**config.mk**
```make
export PLATFORM = sky130hd
export DESIGN_NAME = p_decoder3_8
export DESIGN_NICKNAME = d
export VERILOG_FILES = /design/src/rtl/p_codec_pkg.sv /design/src/rtl/onehot_dec3_8.sv /design/src/rtl/p_decoder3_8.sv
export SDC_FILE = /design/constraint.sdc
export NUM_CORES = 1
export LEC_CHECK = 0
export BUFFER_PORTS_ARGS = -buffer_cell sky130_fd_sc_hd__buf_2
export CAP_MARGIN = 25
export CELL_PAD_IN_SITES_DETAIL_PLACEMENT = 1
export CELL_PAD_IN_SITES_GLOBAL_PLACEMENT = 1
export CORE_MARGIN = 2
export CORE_UTILIZATION = 38
export DETAILED_ROUTE_END_ITERATION = 8
export GPL_TIMING_DRIVEN = 1
export PLACE_DENSITY_LB_ADDON = 0.1
export REMOVE_ABC_BUFFERS = 1
export SKIP_CTS_REPAIR_TIMING = 1
export SLEW_MARGIN = 20
export SYNTH_ARGS = -nofsm -noshare
export SYNTH_HDL_FRONTEND = slang
export SYNTH_HIERARCHICAL = 1
export SYNTH_SLANG_ARGS = --single-unit
```
**constraint.sdc**
```tcl
create_clock -name clk -period 1.9 [get_ports clk]
set_input_delay 0.38 -clock clk [delete_from_list [all_inputs] [get_ports clk]]
set_output_delay 0.38 -clock clk [all_outputs]
set_load 0.05 [all_outputs]
```
**src/rtl/p_codec_pkg.sv**
```systemverilog
// Shared definitions for the 8-line priority codec path (encoder and decoder).
// Provides the line count, index width and the vector/index typedefs.
package p_codec_pkg;

  localparam int N_LINES = 8;
  localparam int IDX_W   = 3;

  typedef logic [N_LINES-1:0] line_vec_t;
  typedef logic [IDX_W-1:0]   line_idx_t;

endpackage : p_codec_pkg

```
**src/rtl/onehot_dec3_8.sv**
```systemverilog
// Pure combinational one-hot decoder.
// Ports:
//   idx : line index to decode
//   en  : decode enable; vec is all-zero when low
//   vec : one-hot result (at most one bit set)
module onehot_dec3_8
  import p_codec_pkg::*;
(
  input  line_idx_t idx,
  input  logic      en,
  output line_vec_t vec
);

  always_comb begin
    vec = '0;
    for (int i = 0; i < N_LINES; i++) begin
      vec[i] = en && (idx == line_idx_t'(i));
    end
  end

endmodule : onehot_dec3_8

```
**src/rtl/p_decoder3_8.sv**
```systemverilog
// Registered 3-to-8 decoder with sticky pending and overflow flags plus a
// saturating accepted-event counter. Every output comes straight from a flop.
// Ports:
//   clk, rst_n : clock and synchronous active-low reset
//   y, v       : encoded line index and its valid
//   clr        : per-line clear of d_pend / ovf
//   clr_cnt    : clear of the event counter
//   d          : one-cycle one-hot pulse per accepted code
//   d_pend     : sticky pending bits
//   ovf        : sticky per-line overflow (event arrived while still pending)
//   any        : OR of d_pend, aligned with d_pend
//   cnt        : saturating count of accepted codes
module p_decoder3_8
  import p_codec_pkg::*;
#(
  parameter int CNT_W = 8
) (
  input  logic             clk,
  input  logic             rst_n,
  input  line_idx_t        y,
  input  logic             v,
  input  line_vec_t        clr,
  input  logic             clr_cnt,
  output line_vec_t        d,
  output line_vec_t        d_pend,
  output line_vec_t        ovf,
  output logic             any,
  output logic [CNT_W-1:0] cnt
);

  line_vec_t        hit;
  line_vec_t        d_d, d_q;
  line_vec_t        pend_d, pend_q;
  line_vec_t        ovf_d, ovf_q;
  logic             any_d, any_q;
  logic [CNT_W-1:0] cnt_d, cnt_q;

  onehot_dec3_8 u_dec (
    .idx (y),
    .en  (v),
    .vec (hit)
  );

  always_comb begin
    d_d    = hit;
    // A new event wins over a same-cycle clear so it is never lost.
    pend_d = hit | (pend_q & ~clr);
    // Overflow only when the line was already pending and not being cleared
    // now; a clear (with or without a new hit) drops the flag.
    ovf_d  = (hit & pend_q & ~clr) | (ovf_q & ~clr);
    // Taken from the next pending value so it lines up with d_pend.
    any_d  = |pend_d;

    cnt_d = cnt_q;
    if (clr_cnt) begin
      cnt_d = {{(CNT_W-1){1'b0}}, v};
    end else if (v && (cnt_q != {CNT_W{1'b1}})) begin
      cnt_d = cnt_q + 1'b1;
    end
  end

  always_ff @(posedge clk) begin
    if (!rst_n) begin
      d_q    <= '0;
      pend_q <= '0;
      ovf_q  <= '0;
      any_q  <= 1'b0;
      cnt_q  <= '0;
    end else begin
      d_q    <= d_d;
      pend_q <= pend_d;
      ovf_q  <= ovf_d;
      any_q  <= any_d;
      cnt_q  <= cnt_d;
    end
  end

  assign d      = d_q;
  assign d_pend = pend_q;
  assign ovf    = ovf_q;
  assign any    = any_q;
  assign cnt    = cnt_q;

endmodule : p_decoder3_8

```
==> out/metrics.sh, run 1 <==
FIN_WORST_SKEW_NS=0.005611
FINALSETUPTNS_NS=0
TOTAL_POWER_mW=1.229
CELLLEAKAGEPOWER_nW=0.7414
ITER_0_DRT_VIOLATIONS=48
CRITICAL_PATH.ENDPOINT_TYPE='primary output'
CLOCK-ROOT-BUFFER='clkbuf_4'
SYN_TO_FINAL_GROWTH_PCT=23.45
CRIT_PATH_MAX_INCR_DELAY_NS=0.50
DESIGN.PORTCOUNT=48
TIMING.CRITICAL_PATH.FROM_TYPE='flip-flop'
POWER.SHARE.SEQUENTIAL_PCT=57.8
RSZ0062_AT_GRT='false'
START_UTIL_PCT=40.14
TIMING_WORST_SLEW_PIN_VALUE_NS=0.4309
NUM_ANTENNA_CELLS=0
DOMINANTREGCELLSYNTH='dfxtp_1'
TIMING.SLEW.HEADROOM_PCT=71.24
FIRST_GLOBAL_VIAS=1223
DP.CELLS=224
DRT_PRE_ANTENNA_ITERS=4
CRIT_PATH_MAX_FANOUT=9
SYNTH-WARNING-COUNT=6
NUMBER_OF_ANTENNA_VIOLATIONS_AT_THE_FIRST_CHECK_IN_GLOBAL_ROUTING=0
CPLARGESTDELAYFAMILY='flip-flops'
GROUTE.USAGE.OVERALL_PCT=18.45
POWER.COMBINATIONAL.FRACTION_PCT=10.6
DRT-WIRELENGTH-PER-CELL_MICRONS=14.62
VDD_IR_DROP_MAX_mV=0.4442
GPL.FINAL_WEIGHTED_CONGESTION=0.8087
DETAIL_ROUTE.WIRELENGTH_MICRONS=3377
MAXCAPVIOLCOUNT=0
FMAX_GHz=0.6515
FINAL_SLEW_VIOLATIONS=0
MAPPEDNETLISTAREA_SQ_UM=1350
CP_NUM_BUF_INV=1
WORST_CASE_REGISTER_TO_REGISTER_SETUP_SLACK_NS=0.59
CLK_PIN_SLEW_NS=0.09
PIN_COUNT_OF_THE_BIGGEST_NET_ENTERING_GLOBAL_ROUTING=19
CP_SLOWEST_CELL='dfxtp_1'
CELL_INTERNAL_PWR_uW=917.9
CP_CLASS='reg -> out'
GRT_FIRST_PASS_WIRELENGTH_MICRONS=5823
CTS-BUFFERS-INSERTED=5
CLASS_OF_THE_TIGHTEST_HOLD_OR_REMOVAL_CHECK='in -> reg'
ROUTE.VIAS.TOTAL=1232
POWER_SWITCHING_uW=311.4
CTSHTREEMAXLEVEL=2
TIMING.FINAL.CRIT_SHARE_PCT=80.78
CTS-ROOT-TO-SINK-BUFFERS=2
POST-ROUTE-UTIL_PCT=49.55
FINAL-SETUP-VIOL-COUNT=0
VIASPERCELL=5.333
TIMING.CRITICAL_PATH.ARRIVAL_NS=1.15
HPWL_MICRONS=2572
SYNTHARSTFLOPSHARE_PCT=0
SYNTH_CELL_TYPES=39
NNETSFINAL=201
CLOCKPOWERSHARE_PCT=31.6
WORST-ENDPOINT-REQUIRED_NS=1.52
DRCVIOLATIONCOUNT=0
DRIVE_GT1_SHARE_PCT=33.51
CLOCK_INSERTION_DELAY_WORST_SKEW_NS=0.33
TIMING_HOLD_VIOLATIONS_FINAL=0
SWSHARE_PCT=25.33
SYNTH-SEQ-CELLS=33
MOST_COMMON_LIBRARY_CELL_IN_THE_LAYOUT_IGNORING_FILL_AND_TAPS='buf_2'
FINAL_PERIOD_DEMAND_OF_THE_WORST_PATH_NS=1.535
FP.DIEAREA_SQ_UM=4046
PWR_DENSITY_CELL_nW_PER_UM2=737.6
DETAIL-ROUTE-ANTENNA-NETS=0
STATUS='completed'
GLOBALROUTE.TOTALOVERFLOW=0
PLACEMENT.IO_BUFFERS=47
SYNTH.YOSYS.SEQ_AREA_SHARE_PCT=48.93
DIE_WIDTH_MICRONS=63.61
TRITONCTS='done'
CLKSINKCOUNT=33
LAYOUTNONFILLERINSTCOUNT=231
DESIGN.CORE.AREA_SQ_UM=3363
PLACEMENTROWS=21
FINAL_CELL_MIX='buf_2 (47), dfxtp_1 (33), nor2b_1 (11), and2_1 (10), a21oi_1 (9)'
SYNTH_EDF_COUNT=0
TIMING.CRITICAL_PATH.CELLS='buf_2'
SYNTH_AREA_PER_CELL_SQ_UM=9.927
SYNTHESIS.INSTANCES=136
FLOORPLAN.DIE.HEIGHT_MICRONS=63.61
[synth_stat cells, drive strengths merged (2+ instances only)]
library cell,number,area (sq um)
nor2,5,18.77
o21a,6,45.04
dfxtp,33,660.6
and4b,3,32.53
clkbuf,3,12.51
buf,2,18.77
o21ai,4,20.01
nor3,8,40.04
nand2,6,22.52
nand3,3,15.01
and2,11,71.32
a21oi,9,45.04
nor4b,2,23.77
and4,3,27.53
nor2b,11,68.82
and4bb,3,37.53
a211oi,3,27.52
a31oi,4,25.02
nor4,4,25.02
mux2i,2,20.02
and3,2,12.51
a41oi,2,25.03
[power by group through the flow]
stage | logic, mW | clock network [mW] | registers (mW)
after CTS | 0.131 | 0.403 | 0.711
after floorplan | 0.0365 | 0 | 0.768
after global routing | 0.141 | 0.445 | 0.713
final | 0.130 | 0.389 | 0.710
after global placement | 0.127 | 0 | 0.726
after detailed placement | 0.131 | 0 | 0.727
[worst paths after layout]
check / from / end / cells past startpoint
setup / recovery: cnt[5]$_SDFFE_PP0P_ / cnt[5] / 1
setup reg to reg: cnt[0]$_SDFFE_PN0P_ / cnt[6]$_SDFFE_PP0P_ / 4
hold reg to reg: ovf[7]$_SDFF_PN0_ / ovf[7]$_SDFF_PN0_ / 2
hold / removal: clr[5] / ovf[5]$_SDFF_PN0_ / 2
[kinds of logic (layout without fill, tap and decap cells)]
family          count (synthesis)  after routing  share of synthesized area [%]
fa+ha+maj                       1              1                         0.9266
flops                          33             33                          48.93
mux                             2              2                          1.483
compound gates                 30             30                          15.29
buf+inv                         6             55                          2.595
simple gates                   64             64                          30.77
[cell type report]
class                      count  area, sq um
timing repair buffer          47        235.2
fill                         418         1697
tap                           46        57.56
clock buffer                   7        55.05
multi-input combinational     97        654.4
inverter                       1        3.754
sequential                    33        660.6
[state kept, by name, indices dropped and copies added, names as in the netlist]
register,count
d_pend,8
any,1
cnt,8
d,8
ovf,8
[stage by stage]
step	worst slack [ns]	hold WS (ns)	area, sq um
4_1_cts	0.3509	0.2116	1667
5_1_grt	0.2779	0.2007	1667
3_5_place_dp	0.3982	0.5002	1612
2_1_floorplan	0.3871	0.4593	1319
6_report	0.3651	0.2212	1667
3_3_place_gp	0.4053	0.4890	1612
[routing by layer]
metal  part of all wire (%)  vias to the layer above  global-route usage [%]
met1                     47                      585                   23.31
met4                    1.8                        0                   8.152
met3                    4.6                        7                   5.000
met5                      0                        -                       0
met2                     46                       35                   29.34
li1                       -                      605                       -
(Power assumes the default switching activity.)
==> run 2, diff against run 1 <==
--- a/config.mk
+++ b/config.mk
@@ -5,12 +5,13 @@
 export SDC_FILE = /design/constraint.sdc
 export NUM_CORES = 1
 export LEC_CHECK = 0
+export ABC_AREA = 1
 export BUFFER_PORTS_ARGS = -buffer_cell sky130_fd_sc_hd__buf_2
 export CAP_MARGIN = 25
 export CELL_PAD_IN_SITES_DETAIL_PLACEMENT = 1
 export CELL_PAD_IN_SITES_GLOBAL_PLACEMENT = 1
 export CORE_MARGIN = 2
-export CORE_UTILIZATION = 38
+export CORE_UTILIZATION = 30
 export DETAILED_ROUTE_END_ITERATION = 8
 export GPL_TIMING_DRIVEN = 1
 export PLACE_DENSITY_LB_ADDON = 0.1
==> constraint.sdc (replaced) <==
create_clock -name clk -period 1.4 [get_ports clk]
set_input_delay 0.28 -clock clk [delete_from_list [all_inputs] [get_ports clk]]
set_output_delay 0.28 -clock clk [all_outputs]
set_load 0.05 [all_outputs]
==> out/metrics.sh, run 2 <==
HOLD_PATH_END='ovf[3]$_SDFF_PN0_'
REG2REG_DEPTH=8  # +4
FMAX_GHz=0.7697
CP_SLOWEST_CELL='dfxtp_1'
WORST_CASE_REGISTER_TO_REGISTER_SETUP_SLACK_NS=0.12  # -0.47 ns
TIMING_HOLD_VIOLATIONS_FINAL=0  # unchanged
POST-ROUTE-UTIL_PCT=41.38  # -8.2 points
CLASS_OF_THE_TIGHTEST_HOLD_OR_REMOVAL_CHECK='in -> reg'
POWER.COMBINATIONAL.FRACTION_PCT=10.1  # -0.5 points
DESIGN.PORTCOUNT=48  # unchanged
SYNTH-WARNING-COUNT=6  # unchanged
STATUS='completed'
COMMONEST_CELLS_IN_THE_NETLIST='nand2_1 (38), dfxtp_1 (33), inv_1 (33), nor2_1 (29)'
MAXCAPVIOLCOUNT=0  # unchanged
DETAIL-ROUTE-ANTENNA-NETS=0  # unchanged
NFILLCELLS=578  # +38%
FINALSETUPTNS_NS=0  # unchanged
CELL_INTERNAL_PWR_mW=1.456  # +59%
FINAL_CELL_MIX='buf_2 (47), nand2_1 (38), inv_1 (33), dfxtp_1 (33), nor2_1 (29)'
DRT_PRE_ANTENNA_ITERS=4  # unchanged
FINAL-SETUP-VIOL-COUNT=0  # unchanged
SYNTH_TOP_AREA_SHARE_PCT=48.35  # -0.58 points
REG2REG_FROM='cnt[0]$_SDFFE_PN0P_'
CRITICAL_PATH.REG2REG.ENDPOINT='cnt[7]$_SDFFE_PP0P_'
PIN_COUNT_OF_THE_BIGGEST_NET_ENTERING_GLOBAL_ROUTING=15  # -4
FIRST_GLOBAL_VIAS=1371  # +12%
CP_NUM_BUF_INV=1  # unchanged
CRIT_PATH_MAX_INCR_DELAY_NS=0.44  # -0.06 ns
SYNTH_EDF_COUNT=0  # unchanged
CELLLEAKAGEPOWER_nW=1.003  # +35%
FIN_WORST_SKEW_NS=0.004713  # -0.0008979 ns
POWER_SWITCHING_uW=469.9  # +51%
NNETSFINAL=262  # +30%
ITER_0_DRT_VIOLATIONS=40  # -17%
DIE_WIDTH_MICRONS=71.49  # +12%
SYNTH-SEQ-CELLS=33  # unchanged
SYNTH_AREA_PER_CELL_SQ_UM=7.268  # -27%
CRITICAL_PATH.ENDPOINT_TYPE='primary output'
START_UTIL_PCT=31.16  # -9.0 points
DOMINANTREGCELLSYNTH='dfxtp_1'
VDD_IR_DROP_MAX_mV=0.4621  # +4.0%
GRT_FIRST_PASS_WIRELENGTH_MICRONS=5865  # +0.72%
ROUTE.VIAS.TOTAL=1357  # +10%
NUMBER_OF_ANTENNA_VIOLATIONS_AT_THE_FIRST_CHECK_IN_GLOBAL_ROUTING=0  # unchanged
FINAL_PERIOD_DEMAND_OF_THE_WORST_PATH_NS=1.299
PLACEMENTROWS=24  # +14%
MAPPEDNETLISTAREA_SQ_UM=1366  # +1.2%
TIMING.FINAL.CRIT_SHARE_PCT=92.80
DESIGN.CORE.AREA_SQ_UM=4384  # +30%
SWSHARE_PCT=24.40  # -0.93 points
VIASPERCELL=4.538  # -15%
TRITONCTS='done'
DETAIL_ROUTE.WIRELENGTH_MICRONS=3413  # +1.1%
PWR_DENSITY_CELL_nW_PER_UM2=1062  # +44%
HPWL_MICRONS=2729  # +6.1%
DRIVE_GT1_SHARE_PCT=28.74  # -4.8 points
CLOCKPOWERSHARE_PCT=40.0  # +8.4 points
MOST_COMMON_LIBRARY_CELL_IN_THE_LAYOUT_IGNORING_FILL_AND_TAPS='buf_2'
MIN-DELAY-START='clr[3]'
DR_WL_MET3_MICRONS=184  # +18%
YS_TOP_CELLS_BY_AREA='dfxtp_1 (48%), nand2_1 (10%), inv_1 (9.1%)'
FINAL_SLEW_VIOLATIONS=0  # unchanged
DRCVIOLATIONCOUNT=0  # unchanged
POWER.SHARE.SEQUENTIAL_PCT=49.9  # -7.9 points
CLKSINKCOUNT=33  # unchanged
SYNTHESIS.INSTANCES=188  # +38%
LAYOUTNONFILLERINSTCOUNT=299  # +29%
TIMING.CRITICAL_PATH.ARRIVAL_NS=1.02  # -0.13 ns
NETLIST.TOP_CELL.BY_AREA='dfxtp_1'
WORST-ENDPOINT-REQUIRED_NS=1.12  # -0.40 ns
TIMING.CRITICAL_PATH.FROM_TYPE='flip-flop'
CPLARGESTDELAYFAMILY='flip-flops'
TIMING_WORST_SLEW_PIN_VALUE_NS=0.2577  # -0.1732 ns
SYNTH_CELL_TYPES=21  # -46%
GPL.FINAL_WEIGHTED_CONGESTION=0.8208  # +1.5%
CLOCK_INSERTION_DELAY_WORST_SKEW_NS=0.27  # -0.06 ns
SYNTHARSTFLOPSHARE_PCT=0  # unchanged
SYNTH.YOSYS.SEQ_AREA_SHARE_PCT=48.35  # -0.58 points
MET1WIRELENGTH_MICRONS=1521  # -5.0%
FLOORPLAN.DIE.HEIGHT_MICRONS=71.49  # +12%
POST-SYNTH-TOP-COUNT-CELL='nand2_1'
FP.DIEAREA_SQ_UM=5110  # +26%
NUM_ANTENNA_CELLS=0  # unchanged
SYN_TO_FINAL_GROWTH_PCT=32.78
MET2ROUTEDLENGTH_MICRONS=1665  # +6.9%
DP.CELLS=290  # +29%
CTS-BUFFERS-INSERTED=5  # unchanged
GLOBALROUTE.TOTALOVERFLOW=0  # unchanged
TOTAL_POWER_mW=1.926  # +57%
TOP_LAYER_USED='met4'
CRIT_PATH_MAX_FANOUT=6  # -3
GROUTE.USAGE.OVERALL_PCT=14.53  # -3.9 points
CP_CLASS='reg -> out'
CLK_PIN_SLEW_NS=0.07  # -0.02 ns
CTS-ROOT-TO-SINK-BUFFERS=2  # unchanged
TIMING.SLEW.HEADROOM_PCT=82.75  # +12 points
TIMING.CRITICAL_PATH.CELLS='buf_2'
HOLD_DEPTH=2  # unchanged
PLACEMENT.IO_BUFFERS=47  # unchanged
HOLDWS_NS=0.1773  # -0.04390 ns
CTSHTREEMAXLEVEL=2  # unchanged
DRT-WIRELENGTH-PER-CELL_MICRONS=11.41  # -22%
CLOCK-ROOT-BUFFER='clkbuf_8'
==> run 2: how the worst max path moves through the flow <==
stage / from / to / cells past startpoint
after floorplan: cnt[0]$_SDFFE_PN0P_ / cnt[7]$_SDFFE_PP0P_ / 8
after global placement: cnt[0]$_SDFFE_PN0P_ / cnt[6]$_SDFFE_PP0P_ / 8
after detailed placement: cnt[0]$_SDFFE_PN0P_ / cnt[6]$_SDFFE_PP0P_ / 8
after CTS: cnt[2]$_SDFFE_PP0P_ / cnt[2] / 1
after global routing: cnt[0]$_SDFFE_PN0P_ / cnt[7]$_SDFFE_PP0P_ / 8
final: cnt[2]$_SDFFE_PP0P_ / cnt[2] / 1
==> run 2: cells by family (layout without fill, tap and decap cells) <==
logic type	count (synthesis)	in the layout	synth area share [%]
AOI/OAI and AO/OA	23	23	9.799
buffers and inverters	36	95	10.07
adders and majority gates	1	1	0.9156
DFF	33	33	48.35
xor gates and xnor gates	1	1	0.6411
and+or+nand+nor	94	94	30.22
==> run 2: area by class of cell <==
cell class                 instances  area (sq um)  area share (%)
tap                               52         65.06           3.586
clock inverter                     1         5.005          0.2759
multi-input combinational        119         575.6           31.72
clock buffer                       7         96.34           5.310
timing repair buffer              54         287.8           15.86
inverter                          33         123.9           6.828
sequential                        33         660.6           36.41
==> run 2: per-stage QoR <==
stage | area [sq um] | setup WS [ns]
after detailed placement | 1698 | 0.1135
after global placement | 1698 | 0.1323
final | 1814 | 0.1008
after global routing | 1814 | -0.007456
after floorplan | 1353 | -0.2463
after CTS | 1799 | 0.07720
==> run 2: routing by layer <==
layer  vias to the layer above  GRT usage, %
met2                        27         25.93
met1                       627         16.65
met5                         -             0
li1                        699             -
met3                         4         3.938
met4                         0         5.031
==> run 2: worst reg2reg max path, cell delays in order (launching register included) <==
cell	delay, ns
dfxtp_1	0.34
ha_2	0.20
nand2_2	0.08
nor2_4	0.18
nand2_4	0.12
nand2_4	0.10
nor2_1	0.04
nor2_1	0.08
nor2_1	0.05
==> run 2: power groups by stage <==
stage / Sequential (mW) / Combinational, mW / Clock (mW)
after floorplan: 1.04 / 0.0594 / 0
after detailed placement: 0.982 / 0.198 / 0
after CTS: 0.961 / 0.199 / 0.810
after global routing: 0.962 / 0.216 / 0.846
final: 0.961 / 0.195 / 0.770
after global placement: 0.983 / 0.196 / 0
